--- config.mk ---
export PLATFORM = sky130hd
export DESIGN_NAME = audio_mix_scheduler
export DESIGN_NICKNAME = d
export VERILOG_FILES = /design/src/rtl/audio_mix_pkg.sv /design/src/rtl/audio_mix_sat.sv /design/src/rtl/audio_mix_scheduler.sv
export SDC_FILE = /design/constraint.sdc
export NUM_CORES = 1
export LEC_CHECK = 0
export CAP_MARGIN = 25
export CELL_PAD_IN_SITES_DETAIL_PLACEMENT = 0
export CELL_PAD_IN_SITES_GLOBAL_PLACEMENT = 1
export CORE_ASPECT_RATIO = 2
export CORE_UTILIZATION = 36
export CTS_BUF_LIST = sky130_fd_sc_hd__clkbuf_16
export DETAILED_ROUTE_END_ITERATION = 6
export GPL_TIMING_DRIVEN = 0
export PLACE_DENSITY_LB_ADDON = 0.1
export SETUP_SLACK_MARGIN = 0.05
export SYNTH_ARGS = -nofsm -noshare
export SYNTH_HDL_FRONTEND = slang
export SYNTH_SLANG_ARGS = --single-unit
export TNS_END_PERCENT = 10
--- constraint.sdc ---
create_clock -name clk -period 4.3 [get_ports clk]
set_input_delay 0.43 -clock clk [delete_from_list [all_inputs] [get_ports clk]]
set_output_delay 0.43 -clock clk [all_outputs]
set_load 0.02 [all_outputs]
--- src/rtl/audio_mix_pkg.sv ---
// Shared types and helpers for the audio mix scheduler: frame FSM states,
// sample range limits and the clamp used after master attenuation.
package audio_mix_pkg;

    typedef enum logic [1:0] {
        START   = 2'd0,
        COLLECT = 2'd1,
        MIX     = 2'd2,
        OUTPUT  = 2'd3
    } mix_state_e;

    // Helpers work on a wide signed value so any DW/ACC_W pairing fits.
    localparam int SAT_W = 64;

    function automatic logic signed [SAT_W-1:0] sample_max(input int dw);
        return (64'sd1 <<< (dw - 1)) - 64'sd1;
    endfunction

    function automatic logic signed [SAT_W-1:0] sample_min(input int dw);
        return -(64'sd1 <<< (dw - 1));
    endfunction

    // Clamp a sign-extended accumulator value into the dw-bit sample range.
    function automatic logic signed [SAT_W-1:0] saturate(
        input logic signed [SAT_W-1:0] value,
        input int                      dw
    );
        logic signed [SAT_W-1:0] hi;
        logic signed [SAT_W-1:0] lo;
        hi = sample_max(dw);
        lo = sample_min(dw);
        if (value > hi) begin
            return hi;
        end else if (value < lo) begin
            return lo;
        end
        return value;
    endfunction

endpackage

--- src/rtl/audio_mix_sat.sv ---
// Master attenuation and saturation: arithmetic right shift of the frame sum
// followed by a clamp to the signed DW-bit sample range. Purely combinational.
module audio_mix_sat
    import audio_mix_pkg::*;
#(
    parameter int DW    = 16,
    parameter int ACC_W = 18
) (
    input  logic signed [ACC_W-1:0] acc_i,
    input  logic        [1:0]       shift_i,
    output logic signed [DW-1:0]    sample_o
);

    logic signed [ACC_W-1:0] shifted;

    // Shift keeps the sign, then the clamp folds overflowed sums to full scale.
    always_comb begin
        shifted  = acc_i >>> shift_i;
        sample_o = DW'(saturate(SAT_W'(shifted), DW));
    end

endmodule

--- src/rtl/audio_mix_scheduler.sv ---
// Per-frame voice mixer feeding the audio core's left/right sinks.
//
//   state   | meaning
//   --------+-----------------------------------------------------------
//   START   | latch enable mask and shift, clear accumulator and index
//   COLLECT | one cycle per voice, pull at most one sample, count misses
//   MIX     | shift + saturate the sum, load both output channels
//   OUTPUT  | hold each side until its sink accepts, then next frame
//
// The frame is paced only by the sink readies; a voice that has no sample
// in its slot contributes silence and is counted as an underrun.
module audio_mix_scheduler
    import audio_mix_pkg::*;
#(
    parameter int NUM_CH = 4,
    parameter int DW     = 16
) (
    input  logic                 clk,
    input  logic                 reset,
    input  logic [NUM_CH*DW-1:0] ch_data,
    input  logic [NUM_CH-1:0]    ch_valid,
    output logic [NUM_CH-1:0]    ch_ready,
    input  logic [NUM_CH-1:0]    ch_enable,
    input  logic [1:0]           master_shift,
    output logic [DW-1:0]        left_data,
    output logic                 left_valid,
    input  logic                 left_ready,
    output logic [DW-1:0]        right_data,
    output logic                 right_valid,
    input  logic                 right_ready,
    input  logic                 underrun_clr,
    output logic [15:0]          underrun_cnt
);

    localparam int ACC_W = DW + $clog2(NUM_CH);
    localparam int IDX_W = $clog2(NUM_CH);
    localparam logic [IDX_W-1:0] LAST_IDX = IDX_W'(NUM_CH - 1);

    mix_state_e              state_q;
    logic [NUM_CH-1:0]       en_q;
    logic [1:0]              sh_q;
    logic signed [ACC_W-1:0] acc_q;
    logic signed [ACC_W-1:0] acc_d;
    logic [IDX_W-1:0]        idx_q;
    logic [DW-1:0]           left_data_q;
    logic [DW-1:0]           right_data_q;
    logic                    left_valid_q;
    logic                    left_valid_d;
    logic                    right_valid_q;
    logic                    right_valid_d;
    logic [15:0]             underrun_q;
    logic [15:0]             underrun_d;

    logic signed [DW-1:0]    voice_sample;
    logic                    voice_en;
    logic                    voice_hit;
    logic                    voice_miss;
    logic signed [DW-1:0]    mix_sample;

    // Current voice slot: sample select, hit/miss decode and accumulator update.
    always_comb begin
        voice_en     = en_q[idx_q];
        voice_sample = $signed(ch_data[idx_q*DW +: DW]);
        voice_hit    = (state_q == COLLECT) && voice_en && ch_valid[idx_q];
        voice_miss   = (state_q == COLLECT) && voice_en && !ch_valid[idx_q];
        acc_d        = voice_hit ? (acc_q + ACC_W'(voice_sample)) : acc_q;
    end

    // Ready is a pure function of the slot, so a voice never waits on itself.
    always_comb begin
        ch_ready = '0;
        if (state_q == COLLECT) begin
            ch_ready[idx_q] = en_q[idx_q];
        end
    end

    // Each side releases its valid on its own handshake.
    always_comb begin
        left_valid_d  = left_valid_q && !left_ready;
        right_valid_d = right_valid_q && !right_ready;
    end

    audio_mix_sat #(
        .DW    (DW),
        .ACC_W (ACC_W)
    ) u_sat (
        .acc_i    (acc_q),
        .shift_i  (sh_q),
        .sample_o (mix_sample)
    );

    // Frame sequencer with registered channel outputs.
    always_ff @(posedge clk or posedge reset) begin
        if (reset) begin
            state_q       <= START;
            en_q          <= '0;
            sh_q          <= '0;
            acc_q         <= '0;
            idx_q         <= '0;
            left_data_q   <= '0;
            right_data_q  <= '0;
            left_valid_q  <= 1'b0;
            right_valid_q <= 1'b0;
        end else begin
            case (state_q)
                START: begin
                    en_q    <= ch_enable;
                    sh_q    <= master_shift;
                    acc_q   <= '0;
                    idx_q   <= '0;
                    state_q <= COLLECT;
                end
                COLLECT: begin
                    acc_q <= acc_d;
                    if (idx_q == LAST_IDX) begin
                        state_q <= MIX;
                    end else begin
                        idx_q <= idx_q + IDX_W'(1);
                    end
                end
                MIX: begin
                    left_data_q   <= mix_sample;
                    right_data_q  <= mix_sample;
                    left_valid_q  <= 1'b1;
                    right_valid_q <= 1'b1;
                    state_q       <= OUTPUT;
                end
                OUTPUT: begin
                    left_valid_q  <= left_valid_d;
                    right_valid_q <= right_valid_d;
                    if (!left_valid_d && !right_valid_d) begin
                        state_q <= START;
                    end
                end
                default: state_q <= START;
            endcase
        end
    end

    // Clear wins over saturation; a miss in the clear cycle still counts once.
    always_comb begin
        underrun_d = underrun_q;
        if (underrun_clr) begin
            underrun_d = voice_miss ? 16'd1 : 16'd0;
        end else if (voice_miss && (underrun_q != 16'hFFFF)) begin
            underrun_d = underrun_q + 16'd1;
        end
    end

    // Underrun counter register.
    always_ff @(posedge clk or posedge reset) begin
        if (reset) begin
            underrun_q <= '0;
        end else begin
            underrun_q <= underrun_d;
        end
    end

    assign left_data    = left_data_q;
    assign right_data   = right_data_q;
    assign left_valid   = left_valid_q;
    assign right_valid  = right_valid_q;
    assign underrun_cnt = underrun_q;

endmodule

==> results.py, run 1 <==
metrics = {
    "run_status": {
        "status": "finished, final reports clean",
    },
    "power_and_ir_drop": {
        "internal_power_mw": 2.59,
        "seq_power_share_pct": 23.3,
        "power.switching_mw": 1.80,
        "peakVddDrop_mv": 0.262,
        "switching_share_pct": 41.0,
        "combinationalPowerShare_pct": 61.3,
        "p_leak_nw": 2.61,
        "powerDensity_nw_per_um2": 717,
        "clkPwrFrac_pct": 15.4,
    },
    "floorplan": {
        "coreArea_um2": 11700,
        "die_x_um": 79.5,
        "die_area_um2": 12500,
        "initial_core_util_pct": 37.0,
        "die-height_um": 157,
        "boundaryPins": 133,
        "rows": 56,
    },
    "hold_path": {
        "min_delay_worst_endpoint": "underrun_cnt[12]$_DFFE_PP0P_",
        "whs_path_depth": 2,
        "hold_path_class": "primary input to flip-flop",
        "hold_start": "underrun_clr",
    },
    "timing": {
        "tns_ns": 0,
        "fmax_ghz": 0.254,
        "hold_viol": 0,
        "rsz0062_at_grt": "false",
        "worst_pin_slew_ns": 0.708,
        "maxSlewHeadroom_pct": 52.7,
        "setup_viol_count_final": 0,
        "min_period_ns": 3.94,
        "timing.final.max_slew_violations": 0,
        "skew_ns": 0.00550,
        "fin_hold_ws_ns": 0.491,
        "period_share_pct": 91.7,
    },
    "logic_synthesis": {
        "synth.distinct_cells": 51,
        "syn-cell-area_um2": 4320,
        "synth_seq_area_share_pct": 35.9,
        "ys_seq_elements": 62,
        "synth.net_count": 532,
        "avgSynthCellArea_um2": 10.2,
        "netlist_instances": 426,
        "synthArstFlopShare_pct": 100,
        "dominantRegCellSynth": "dfrtp_1",
        "synth_warnings": 0,
        "synth-edff-count": 0,
    },
    "placement": {
        "numPortBuffers": 131,
        "post_dp_cell_area_um2": 5840,
        "dp_hpwl_um": 9100,
        "globalplace.congestion": 0.864,
    },
    "clocking": {
        "post_cts_buffers": 0,
        "clock_latency_ns": 0.32,
        "cts.sink_count": 62,
        "holdBufCountCts": 0,
        "cts-root-buf": "clkbuf_16",
        "cts_tree": "yes",
        "htree_levels": 3,
        "cts_buffers": 9,
        "cts_buffer_depth": 2,
        "clkSlewWorstSetupHoldPaths_ns": 0.05,
    },
    "global_routing": {
        "grt_max_degree": 35,
        "grt_antenna_before_repair": 0,
        "grt_pass1_vias": 3833,
        "grt_pass1_wl_um": 17500,
        "grt.overflow.total": 0,
        "grt_usage_pct": 18.4,
    },
    "drt": {
        "drt_wl_total_um": 10800,
        "first_iter_violations": 136,
        "drc": 0,
        "ant_nets": 0,
        "routedWlPerCell_um": 15.0,
        "drt_pass1_iterations": 4,
        "num_vias": 3781,
        "routed_via_density": 5.27,
    },
    "worst_setup_path": {
        "r2r_cells": 12,
        "arrival_ns": 4.19,
        "worst_setup_path_start_kind": "flip-flop",
        "r2r_slack_ns": 0.36,
        "reg2reg_from": "idx_q[1]$_DFFE_PP0P_",
        "worst-setup-path-type": "flip-flop to flip-flop",
        "cp_max_fo": 10,
        "r2r-end": "acc_q[17]$_DFFE_PP0P_",
        "cp.required_ns": 4.54,
        "worst_setup_path_end_kind": "flip-flop",
        "crit_start": "idx_q[1]$_DFFE_PP0P_",
    },
    "finish": {
        "final_cell_area_um2": 6110,
        "n_antenna_cell": 0,
        "area_growth_syn_to_layout_pct": 41.4,
        "fin_util_pct": 52.2,
        "nNetsFinal": 674,
        "n_fill_cell": 1081,
        "drive_gt1_share_pct": 13.8,
    },
    "flow_run": {
        "cap_violations": 0,
    },
}
[stage by stage]
| stage | total power, mW | instances | worst slack, ns |
|---|---|---|---|
| final | 4.38 | 717 | 0.358 |
| after global routing | 4.73 | 717 | 0.0975 |
| after CTS | 4.44 | 717 | 0.299 |
| after detailed placement | 3.75 | 703 | 0.0637 |
| after global placement | 3.70 | 702 | 0.0671 |
| after floorplan | 2.90 | 426 | 0.660 |
[sequential cells by signal, indices dropped and copies added (netlist names), 2 cells and up]
signal,count
en_q,4
acc_q,18
idx_q,2
state_q,2
sh_q,2
underrun_cnt,16
right_data,16
[cells in the mapped netlist, types with 2 or more instances]
master | n | share of area [%]
dfrtp_1 | 62 | 36
o21a_1 | 18 | 3.1
xnor2_1 | 8 | 1.6
buf_1 | 2 | 0.17
mux2i_1 | 3 | 0.69
mux2_2 | 22 | 5.7
mux4_2 | 18 | 9.4
nand2b_1 | 4 | 0.58
clkbuf_1 | 15 | 1.3
o22ai_1 | 2 | 0.29
o21ai_0 | 26 | 3.0
nand3_1 | 11 | 1.3
nor2_1 | 22 | 1.9
nand4_1 | 4 | 0.58
a31oi_1 | 2 | 0.29
nor2b_1 | 3 | 0.43
xor2_1 | 18 | 3.6
a221o_1 | 12 | 2.8
a21oi_1 | 19 | 2.2
o31ai_1 | 3 | 0.52
nor3_1 | 7 | 0.81
a22o_1 | 3 | 0.61
buf_4 | 17 | 3.0
and3_1 | 8 | 1.2
nand2_1 | 38 | 3.3
o211a_1 | 2 | 0.46
ha_1 | 26 | 7.5
inv_1 | 19 | 1.6
o21bai_1 | 2 | 0.35
or3_1 | 3 | 0.43
o211ai_1 | 2 | 0.35
a21o_1 | 4 | 0.69
a211oi_1 | 2 | 0.35
o2111ai_1 | 2 | 0.41
[power by group through the flow]
stage	clock, mW	combinational [mW]	sequential (mW)
global placement	0	2.67	1.03
finish	0.676	2.69	1.02
floorplan	0	1.82	1.08
CTS	0.696	2.72	1.03
detailed placement	0	2.72	1.04
global route	0.717	2.95	1.06
[layout by cell type, fill, tap and decap left out, types with 3 or more instances in the layout]
master / instances
nand3_1: 11
o21ai_0: 26
nand2_1: 38
or3_1: 3
buf_4: 17
a21oi_1: 19
xnor2_1: 8
nor2b_1: 3
and3_1: 8
mux2_2: 22
o21a_1: 18
nand4_1: 4
a22o_1: 3
a221o_1: 12
a21o_1: 4
nor3_1: 7
nor2_1: 22
inv_1: 19
dfrtp_1: 62
mux4_2: 18
clkbuf_1: 14
nand2b_1: 4
mux2i_1: 3
xor2_1: 18
ha_1: 26
o31ai_1: 3
clkdlybuf4s50_1: 131
clkbuf_16: 9
[worst max-delay path by stage]
stage / to / slack [ns] / cells after the start
after floorplan: acc_q[17]$_DFFE_PP0P_ / 0.66 / 12
final: acc_q[17]$_DFFE_PP0P_ / 0.36 / 12
after global routing: acc_q[17]$_DFFE_PP0P_ / 0.1 / 12
after detailed placement: acc_q[17]$_DFFE_PP0P_ / 0.06 / 12
after CTS: acc_q[17]$_DFFE_PP0P_ / 0.30 / 12
after global placement: acc_q[17]$_DFFE_PP0P_ / 0.07 / 12
[area by class of cell]
class,count,area [um^2],area share (%)
Buffer,34,193,3.15
Clock buffer,9,225,3.68
Clock inverter,6,55.1,0.901
Inverter,19,71.3,1.17
Multi-Input combinational cell,310,2500,41.0
Sequential cell,62,1550,25.4
Tap cell,145,181,2.97
Timing Repair Buffer,132,1330,21.8
[layer usage]
metal | vias up | wire, um | GRT usage (%)
met5 | - | 0 | 0
met4 | 0 | 418 | 11.4
met3 | 22 | 400 | 3.01
met2 | 121 | 6250 | 35.2
met1 | 1801 | 3710 | 17.3
li1 | 1837 | - | -
[kinds of logic after synthesis]
logic type	share of synthesized area [%]
DFF	35.9
xor gates and xnor gates	5.27
muxes	15.8
buffers and inverters	6.19
AOI/OAI and AO/OA	17.1
and+or+nand+nor	11.8
adders and majority gates	7.99
[critical path, cell delays in order, from the launching register on]
cell      delay [ns]
dfrtp_1         0.39
clkbuf_1        0.49
buf_1           0.56
mux4_2          0.40
ha_1            0.33
o21a_1          0.19
o21a_1          0.20
o211a_1         0.21
a211o_1         0.33
a211oi_1        0.29
xor2_1          0.22
a21oi_1         0.09
o22ai_1         0.14
[timing repair]
item / CTS / global route
hold endpoints to repair: 0 / 0
resized for setup: 0 / 0
setup endpoints to repair: 1 / 0
No activity file was read; power rests on OpenSTA's default activity.
==> inputs of run 2 (changes only) <==
--- a/config.mk
+++ b/config.mk
@@ -5,10 +5,12 @@
 export SDC_FILE = /design/constraint.sdc
 export NUM_CORES = 1
 export LEC_CHECK = 0
+export ABC_CLOCK_PERIOD_IN_PS = 4300
 export CAP_MARGIN = 25
 export CELL_PAD_IN_SITES_DETAIL_PLACEMENT = 0
 export CELL_PAD_IN_SITES_GLOBAL_PLACEMENT = 1
 export CORE_ASPECT_RATIO = 2
+export CORE_MARGIN = 5
 export CORE_UTILIZATION = 36
 export CTS_BUF_LIST = sky130_fd_sc_hd__clkbuf_16
 export DETAILED_ROUTE_END_ITERATION = 6
==> results.py, run 2 (synthesis results as in run 1) <==
metrics = {
    "clocking": {
        "htree_levels": 3,
        "cts_buffers": 9,
        "cts_buffer_depth": 2,
        "holdBufCountCts": 0,
        "cts_tree": "yes",
        "ctsResizeCount": 0,
        "post_cts_buffers": 0,
        "cts-root-buf": "clkbuf_16",
        "cts.sink_count": 62,
        "clock_latency_ns": 0.32,
        "clkSlewWorstSetupHoldPaths_ns": 0.05,
    },
    "worst_setup_path": {
        "crit_start": "idx_q[1]$_DFFE_PP0P_",
        "reg2reg_from": "idx_q[1]$_DFFE_PP0P_",
        "path_buf_inv": 2,
        "critPathTopFamily": "compound AO/OA/AOI/OAI gates",
        "worst-setup-path-type": "flip-flop to flip-flop",
        "r2r-end": "acc_q[17]$_DFFE_PP0P_",
        "cp_slowest_cell": "buf_1",
        "worst_setup_path_end_kind": "flip-flop",
        "worst_setup_path_start_kind": "flip-flop",
        "r2r_cells": 12,
        "cp_max_fo": 10,
        "endpoint": "acc_q[17]$_DFFE_PP0P_",
        "cp.required_ns": 4.54,
        "critPathMaxStageDelay_ns": 0.52,
        "crit_path_frequent_cell": "o21a_1",
        "r2r_slack_ns": 0.36,
        "cp.depth": 12,
        "path_cells": "clkbuf_1 > buf_1 > mux4_2 > ha_1 > o21a_1 > o21a_1 > o211a_1 > a211o_1 > a211oi_1 > xor2_1 > a21oi_1 > o22ai_1",
        "arrival_ns": 4.18,
    },
    "timing": {
        "setup_viol_count_final": 0,
        "min_period_ns": 3.94,
        "rsz0062_at_grt": "false",
        "fmax_ghz": 0.254,
        "tns_ns": 0,
        "maxSlewHeadroom_pct": 61.1,
        "skew_ns": 0.00464,
        "timing.final.max_slew_violations": 0,
        "worst_pin_slew_ns": 0.579,
        "period_share_pct": 91.6,
        "hold_viol": 0,
    },
    "drt": {
        "first_iter_violations": 89,
        "drc": 0,
        "ant_nets": 0,
        "routedWlPerCell_um": 15.5,
        "drt_pass1_iterations": 4,
        "routed_via_density": 5.15,
        "num_vias": 3695,
        "drt_wl_total_um": 11100,
    },
    "floorplan": {
        "die_x_um": 87.5,
        "die-height_um": 165,
        "initial_core_util_pct": 36.7,
        "coreArea_um2": 11800,
        "die_area_um2": 14400,
        "rows": 56,
        "boundaryPins": 133,
    },
    "placement": {
        "globalplace.congestion": 0.813,
        "dp_hpwl_um": 9610,
        "post_dp_cell_area_um2": 5840,
        "numPortBuffers": 131,
    },
    "power_and_ir_drop": {
        "peakVddDrop_mv": 0.297,
        "powerDensity_nw_per_um2": 722,
        "p_leak_nw": 2.62,
        "p_total_mw": 4.43,
    },
    "finish": {
        "area_growth_syn_to_layout_pct": 41.9,
        "n_antenna_cell": 0,
        "final_cell_mix": "131 x clkdlybuf4s50_1, 62 x dfrtp_1, 38 x nand2_1",
        "largest_reg_flops": 18,
        "drive_gt1_share_pct": 13.8,
        "largest_register": "acc_q",
        "nNetsFinal": 674,
        "final_common_cell": "clkdlybuf4s50_1",
        "n_fill_cell": 1119,
        "final_cell_area_um2": 6140,
    },
    "global_routing": {
        "grt_max_degree": 42,
        "grt_antenna_before_repair": 0,
        "grt_pass1_vias": 3792,
        "grt_pass1_wl_um": 18000,
        "grt.overflow.total": 0,
        "grt_usage_pct": 16.0,
    },
    "run_status": {
        "status": "finished, final reports clean",
    },
    "hold_path": {
        "hold_path_class": "primary input to asynchronous set/reset pin",
    },
    "flow_run": {
        "cap_violations": 0,
    },
}
[run 2: worst min-delay path by stage]
stage,slack (ns),cells past startpoint,to,from
3_5_place_dp,0.50,1,en_q[3]$_DFFE_PP0P_,en_q[3]$_DFFE_PP0P_
4_1_cts,0.45,2,right_data[15]$_DFFE_PP0P_,reset
5_1_grt,0.49,2,right_data[14]$_DFFE_PP0P_,reset
3_3_place_gp,0.49,1,en_q[3]$_DFFE_PP0P_,en_q[3]$_DFFE_PP0P_
2_1_floorplan,0.48,1,en_q[2]$_DFFE_PP0P_,en_q[2]$_DFFE_PP0P_
6_report,0.44,2,right_data[15]$_DFFE_PP0P_,reset
[run 2: power by group]
group	switching (mW)	total (mW)	internal, mW
combinational	1.33	2.67	1.34
sequential	0.215	1.02	0.806
clock	0.243	0.740	0.497
total	1.79	4.43	2.64
[run 2: layout make-up]
cell class              instances  area [um^2]  area share (%)
plain buffers                  34          193            3.14
clock buffers                   9          225            3.67
clock inverters                 6         77.6            1.26
inverters                      19         71.3            1.16
multi-input cells             310         2500            40.8
flip-flops and latches         62         1550            25.3
well taps                     145          181            2.96
repair buffers                132         1330            21.7
[run 2: worst register-to-register path: stages, from the launching register on]
cell and delay [ns]:
dfrtp_1 0.40, clkbuf_1 0.47, buf_1 0.52, mux4_2 0.40, ha_1 0.34, o21a_1 0.21, o21a_1 0.20, o211a_1 0.21
a211o_1 0.31, a211oi_1 0.32, xor2_1 0.23, a21oi_1 0.10, o22ai_1 0.14
[run 2: routing by layer]
| layer | track usage (%) | routed length, um | vias to the layer above |
|---|---|---|---|
| li1 | - | - | 1837 |
| met1 | 15.5 | 3820 | 1749 |
| met2 | 32.1 | 6570 | 98 |
| met3 | 2.50 | 550 | 11 |
| met4 | 5.94 | 206 | 0 |
| met5 | 0 | 0 | - |
[run 2: per-stage QoR]
| step | worst slack, ns | util [%] | cells | hold slack (ns) |
|---|---|---|---|---|
| after floorplan | 0.660 | - | 426 | 0.475 |
| after global placement | 0.0575 | 49.4 | 702 | 0.489 |
| after detailed placement | 0.0414 | 49.6 | 703 | 0.496 |
| after CTS | 0.255 | 52.1 | 717 | 0.453 |
| after global routing | 0.0647 | 52.1 | 717 | 0.486 |
| final | 0.361 | 52.1 | 717 | 0.439 |
